===== src/rtl/pipe_adder_pkg.sv =====
// pipe_adder_pkg: op encoding and default geometry shared by pipe_adder and its bench
package pipe_adder_pkg;
  localparam int DEF_WIDTH = 32;
  localparam int DEF_STAGES = 4;
  localparam logic OP_ADD = 1'b0;
  localparam logic OP_SUB = 1'b1;
endpackage


===== src/rtl/adder_slice.sv =====
// adder_slice: SEG-bit combinational adder segment with carry in and carry out
module adder_slice #(
  parameter int SEG = 8
) (
  input  logic [SEG-1:0] i_a,
  input  logic [SEG-1:0] i_b,
  input  logic           i_ci,
  output logic [SEG-1:0] o_s,
  output logic           o_co
);
  assign {o_co, o_s} = {1'b0, i_a} + {1'b0, i_b} + {{SEG{1'b0}}, i_ci};
endmodule


===== src/rtl/pipe_adder.sv =====
// pipe_adder: STAGES-deep segmented add/sub pipeline with valid/ready flow control
// Define PIPE_ADDER_OVF_EN to add the registered signed-overflow output out_ovf.
module pipe_adder
  import pipe_adder_pkg::*;
#(
  parameter int WIDTH  = DEF_WIDTH,
  parameter int STAGES = DEF_STAGES
) (
  input  logic             clk,
  input  logic             rst_n,
  input  logic             in_valid,
  output logic             in_ready,
  input  logic [WIDTH-1:0] in_a,
  input  logic [WIDTH-1:0] in_b,
  input  logic             in_op,
  output logic             out_valid,
  input  logic             out_ready,
  output logic [WIDTH-1:0] out_sum,
  output logic             out_carry
`ifdef PIPE_ADDER_OVF_EN
  ,
  output logic             out_ovf
`endif
);
  localparam int SEG = WIDTH / STAGES;
  localparam int L = STAGES - 1;

  logic [WIDTH-1:0]  r_a [STAGES];
  logic [WIDTH-1:0]  r_b [STAGES];
  logic [WIDTH-1:0]  r_s [STAGES];
  logic [STAGES-1:0] r_c;
  logic [STAGES-1:0] r_v;

  logic [WIDTH-1:0]  w_a_in [STAGES];
  logic [WIDTH-1:0]  w_b_in [STAGES];
  logic [WIDTH-1:0]  w_s_in [STAGES];
  logic [WIDTH-1:0]  w_s_nx [STAGES];
  logic [SEG-1:0]    w_seg  [STAGES];
  logic [STAGES-1:0] w_c_in;
  logic [STAGES-1:0] w_v_in;
  logic [STAGES-1:0] w_co;
  logic              w_adv;

  assign w_adv     = !r_v[L] || out_ready;
  assign in_ready  = w_adv;
  assign out_valid = r_v[L];
  assign out_sum   = r_s[L];
  assign out_carry = r_c[L];

  for (genvar k = 0; k < STAGES; k++) begin : g_stage
    if (k == 0) begin : g_head
      assign w_a_in[k] = in_a;
      assign w_b_in[k] = (in_op == OP_SUB) ? ~in_b : in_b;
      assign w_s_in[k] = '0;
      assign w_c_in[k] = (in_op == OP_SUB);
      assign w_v_in[k] = in_valid;
    end else begin : g_link
      assign w_a_in[k] = r_a[k-1];
      assign w_b_in[k] = r_b[k-1];
      assign w_s_in[k] = r_s[k-1];
      assign w_c_in[k] = r_c[k-1];
      assign w_v_in[k] = r_v[k-1];
    end
    adder_slice #(.SEG(SEG)) u_slice (
      .i_a  (w_a_in[k][k*SEG +: SEG]),
      .i_b  (w_b_in[k][k*SEG +: SEG]),
      .i_ci (w_c_in[k]),
      .o_s  (w_seg[k]),
      .o_co (w_co[k])
    );
    assign w_s_nx[k] = (w_s_in[k] & ~(WIDTH'({SEG{1'b1}}) << (k*SEG))) | (WIDTH'(w_seg[k]) << (k*SEG));
  end

  // the whole pipe shifts together on advance; a stall freezes every stage, holding the output
  always_ff @(posedge clk or negedge rst_n)
    if (!rst_n) begin
      for (int i = 0; i < STAGES; i++) begin
        r_a[i] <= '0;
        r_b[i] <= '0;
        r_s[i] <= '0;
      end
      r_c <= '0;
      r_v <= '0;
    end else if (w_adv) begin
      for (int i = 0; i < STAGES; i++) begin
        r_a[i] <= w_a_in[i];
        r_b[i] <= w_b_in[i];
        r_s[i] <= w_s_nx[i];
      end
      r_c <= w_co;
      r_v <= w_v_in;
    end

`ifdef PIPE_ADDER_OVF_EN
  logic r_ovf;
  logic w_ovf_nx;
  assign w_ovf_nx = w_co[L] ^ w_a_in[L][WIDTH-1] ^ w_b_in[L][WIDTH-1] ^ w_seg[L][SEG-1];
  assign out_ovf  = r_ovf;
  // overflow = carry into MSB (recovered as a^b^s at the MSB) xor carry out, kept with its beat
  always_ff @(posedge clk or negedge rst_n)
    if (!rst_n) r_ovf <= 1'b0;
    else if (w_adv) r_ovf <= w_ovf_nx;
`endif
endmodule


===== config.mk =====
export PLATFORM = sky130hd
export DESIGN_NAME = pipe_adder
export DESIGN_NICKNAME = d
export VERILOG_FILES = /design/src/rtl/pipe_adder_pkg.sv /design/src/rtl/adder_slice.sv /design/src/rtl/pipe_adder.sv
export SDC_FILE = /design/constraint.sdc
export NUM_CORES = 1
export LEC_CHECK = 0
export BUFFER_PORTS_ARGS = -buffer_cell sky130_fd_sc_hd__buf_2
export CAP_MARGIN = 15
export CORE_ASPECT_RATIO = 1.2
export CORE_UTILIZATION = 40
export DETAILED_ROUTE_END_ITERATION = 8
export SYNTH_ARGS = -nofsm -noshare
export SYNTH_HDL_FRONTEND = slang
export SYNTH_SLANG_ARGS = --single-unit

===== constraint.sdc =====
create_clock -name clk -period 2.35 [get_ports clk]
set_input_delay 0.47 -clock clk [delete_from_list [all_inputs] [get_ports clk]]
set_output_delay 0.47 -clock clk [all_outputs]
set_load 0.05 [all_outputs]

==> impl_metrics.toml <==
[outcome]
outcome = "finished, violations left"
failed_checks = "negative hold slack"

[clock_tree]
cts_tree = "done"
root_buffer = "clkbuf_16"
worstSkewPairLatency_ps = 430
clock_sinks = 184
cts_buffers = 17
cts_setup_buffers = 0
clk_pin_slew_ps = 70
cts_htree_levels = 4
clock_path_buffers = 2

[pwr]
pwr-share-seq = 0.386
total_leakage_power_uw = 0.00493
pwr-share-comb = 0.402
swShare = 0.414
p_int_uw = 8130
p_clk_frac = 0.212
power.switching_uw = 5750
worst_ir_drop_vdd_v = 0.000594
pwr_density_cell_nw_per_um2 = 1430

[logic_synthesis]
synth.net_count = 1048
yosys_most_used_dff = "dfrtp_1"
synth_area_um2 = 8500
synth_compound_area_frac = 0.0776
ys_seq_area_frac = 0.542
synth_simple_gate_area_frac = 0.218
synth_top_family_by_area = "simple AND/OR/NAND/NOR gates"
synth_cells = 944
synth-seq-cells = 184
yosysWarnings = 0
avgSynthCellArea_um2 = 9.01
postSynth.asyncResetShare = 1.00
synth_cell_types = 37
synthAdderAreaFrac = 0.0577
synth_xor_xnor_area_share = 0.0474
synth_edf_count = 0
synthMuxAreaShare = 0.00235

[timing]
drv_slew = 0
setup-violations-final = 0
holdWs_ps = -1.34
tightest_slew_ps = 603
fin_crit_ps = 2210
fin_setup_tns_ps = 0
max-slew-margin-rel = 0.598
hold_violations = 1
skew_ps = 8.32
period_share = 0.942
rsz0062_at_grt = "no"
fmax_mhz = 452

[global_route]
top_usage_layer = "met2"
grt_pass1_vias = 5771
grt_pass1_wl_mm = 27.7
overflow = 0
grt_use_total = 0.159
grt_max_degree = 152
grtUsageMet1 = 0.227
grtUsageMet2 = 0.241
antenna_found_initial = 0
use_met3 = 0.0331

[floorplanning]
num_rows = 58
io-pin-count = 104
die_area_um2 = 21800
die_h_um = 162
core_um2 = 20900
initial_core_util = 0.407
die_width_um = 135

[cells_and_area]
syn2layout_area_growth_pct = 14.3
multi_input_area_um2 = 3450
final_util = 0.465
drive_gt1_frac = 0.157
nFillCells = 2131
n_antenna_cell = 0
nets = 1106
fin_area_um2 = 9720
ff_latch_area_um2 = 4600
fin_cells = 1285

[drt]
viasPerCell = 4.62
drtPass1Iterations = 4
num_vias = 5932
drt-total-wl_mm = 16.2
ant_nets = 0
drc = 0
wl_per_cell_um = 12.6
drtIter0Drc = 291

[placement]
dp_hpwl_mm = 11.0
dpl.cell_count = 1253
place_congestion = 0.785
place_area_um2 = 9080
io_buffers = 103

[critical_path]
cp-end-kind = "flop"
path_class = "flop to flop"
path_max_fanout = 3
start_kind = "flop"
worstPathRequired_ps = 2660
crit_arrival_ps = 2530

[worst_hold_path]
min_path_type = "input pin to async pin"

[flow_run]
cap_violations = 0
==> metrics by stage <==
step                      total power, uW  setup slack (ps)
after floorplan                      9980              62.4
after global placement              10900              70.9
after detailed placement            11000              12.8
after CTS                           14000              27.1
after global routing                15000              2.85
final                               13900               135
==> cell type report <==
type,instances,share of cell area
Inverter,8,0.00335
Multi-Input combinational cell,676,0.356
Sequential cell,184,0.474
Timing Repair Buffer,115,0.0697
Clock inverter,15,0.0191
Clock buffer,17,0.0438
Tap cell,270,0.0348
==> logic make-up after synthesis <==
logic type,after synthesis
AOI/OAI and AO/OA,112
xor gates and xnor gates,46
adders and majority gates,35
buffers and inverters,84
DFF,184
muxes,2
and+or+nand+nor,481
==> cells in the final DEF (no fill, tap or decap), types with 3 or more instances in the layout <==
| cell | Yosys | layout |
|---|---|---|
| fa_1 | 7 | 4 |
| a21oi_1 | 21 | 18 |
| clkbuf_16 | 0 | 17 |
| o21a_1 | 4 | 4 |
| o31a_1 | 3 | 3 |
| fa_2 | 0 | 3 |
| buf_4 | 33 | 7 |
| xnor2_1 | 31 | 31 |
| a211oi_1 | 8 | 8 |
| buf_12 | 0 | 5 |
| o21ai_0 | 56 | 55 |
| o31ai_1 | 5 | 5 |
| inv_6 | 0 | 3 |
| dfrtp_1 | 184 | 184 |
| inv_8 | 0 | 4 |
| buf_2 | 28 | 102 |
| nand2b_1 | 3 | 3 |
| a21o_1 | 5 | 5 |
| ha_1 | 28 | 28 |
| nor3_1 | 8 | 7 |
| inv_1 | 7 | 7 |
| a21oi_2 | 0 | 3 |
| nor2_1 | 23 | 23 |
| nand2_1 | 437 | 437 |
| xor2_1 | 15 | 15 |
==> power groups by stage <==
stage / clock [uW] / sequential (uW) / combinational, uW
final: 2940 / 5360 / 5580
after global routing: 3130 / 5560 / 6320
after CTS: 3020 / 5370 / 5630
after detailed placement: 0 / 5420 / 5600
after global placement: 0 / 5390 / 5490
after floorplan: 0 / 5270 / 4710
==> state kept, by name, summed over array words and instances (netlist names) <==
register and count:
r_a 48, r_v 4, out_sum 32, r_s 48, r_b 48, r_c 4
==> worst max-delay path, stage by stage, from the launching register on <==
cell and delay (ps):
dfrtp_1 410, fa_2 430, fa_1 430, a21oi_2 180, o21ai_0 140, o31a_1 280, o21ai_0 150, a21oi_1 80
==> cell usage after synthesis (8+ instances only) <==
| master | count | area share |
|---|---|---|
| buf_2 | 28 | 0.016 |
| dfrtp_1 | 184 | 0.54 |
| nor3_1 | 8 | 0.0047 |
| xnor2_1 | 31 | 0.032 |
| o21ai_0 | 56 | 0.033 |
| buf_4 | 33 | 0.029 |
| xor2_1 | 15 | 0.015 |
| a211oi_1 | 8 | 0.0071 |
| clkbuf_1 | 13 | 0.0057 |
| nor2_1 | 23 | 0.010 |
| nand2_1 | 437 | 0.19 |
| a21oi_1 | 21 | 0.012 |
| ha_1 | 28 | 0.041 |
==> routing by layer <==
metal / wire, um / part of all wire / vias up
met2: 7070 / 0.44 / 82
met1: 8380 / 0.52 / 2737
li1: - / - / 3099
met5: 0 / 0 / -
met4: 205 / 0.013 / 0
met3: 509 / 0.031 / 14
==> path summary, 6_finish.rpt <==
kind,start,end,slack (ps),depth (start not counted)
hold / removal,rst_n,r_v[0],-1,1
setup reg to reg,r_c[2],r_c[3],140,7
max in group asynchronous,rst_n,r_s[79],1600,2
hold reg to reg,out_sum[9],out_sum[9],460,2
min in group clk,in_a[14],r_a[110],230,3
setup / recovery,r_c[2],r_c[3],140,7
==> what timing repair did <==
action,in CTS,in global routing
endpoints found under the setup margin,1,6
gates resized for setup,1,7
hold buffers,0,0
(Power assumes the default switching activity.)
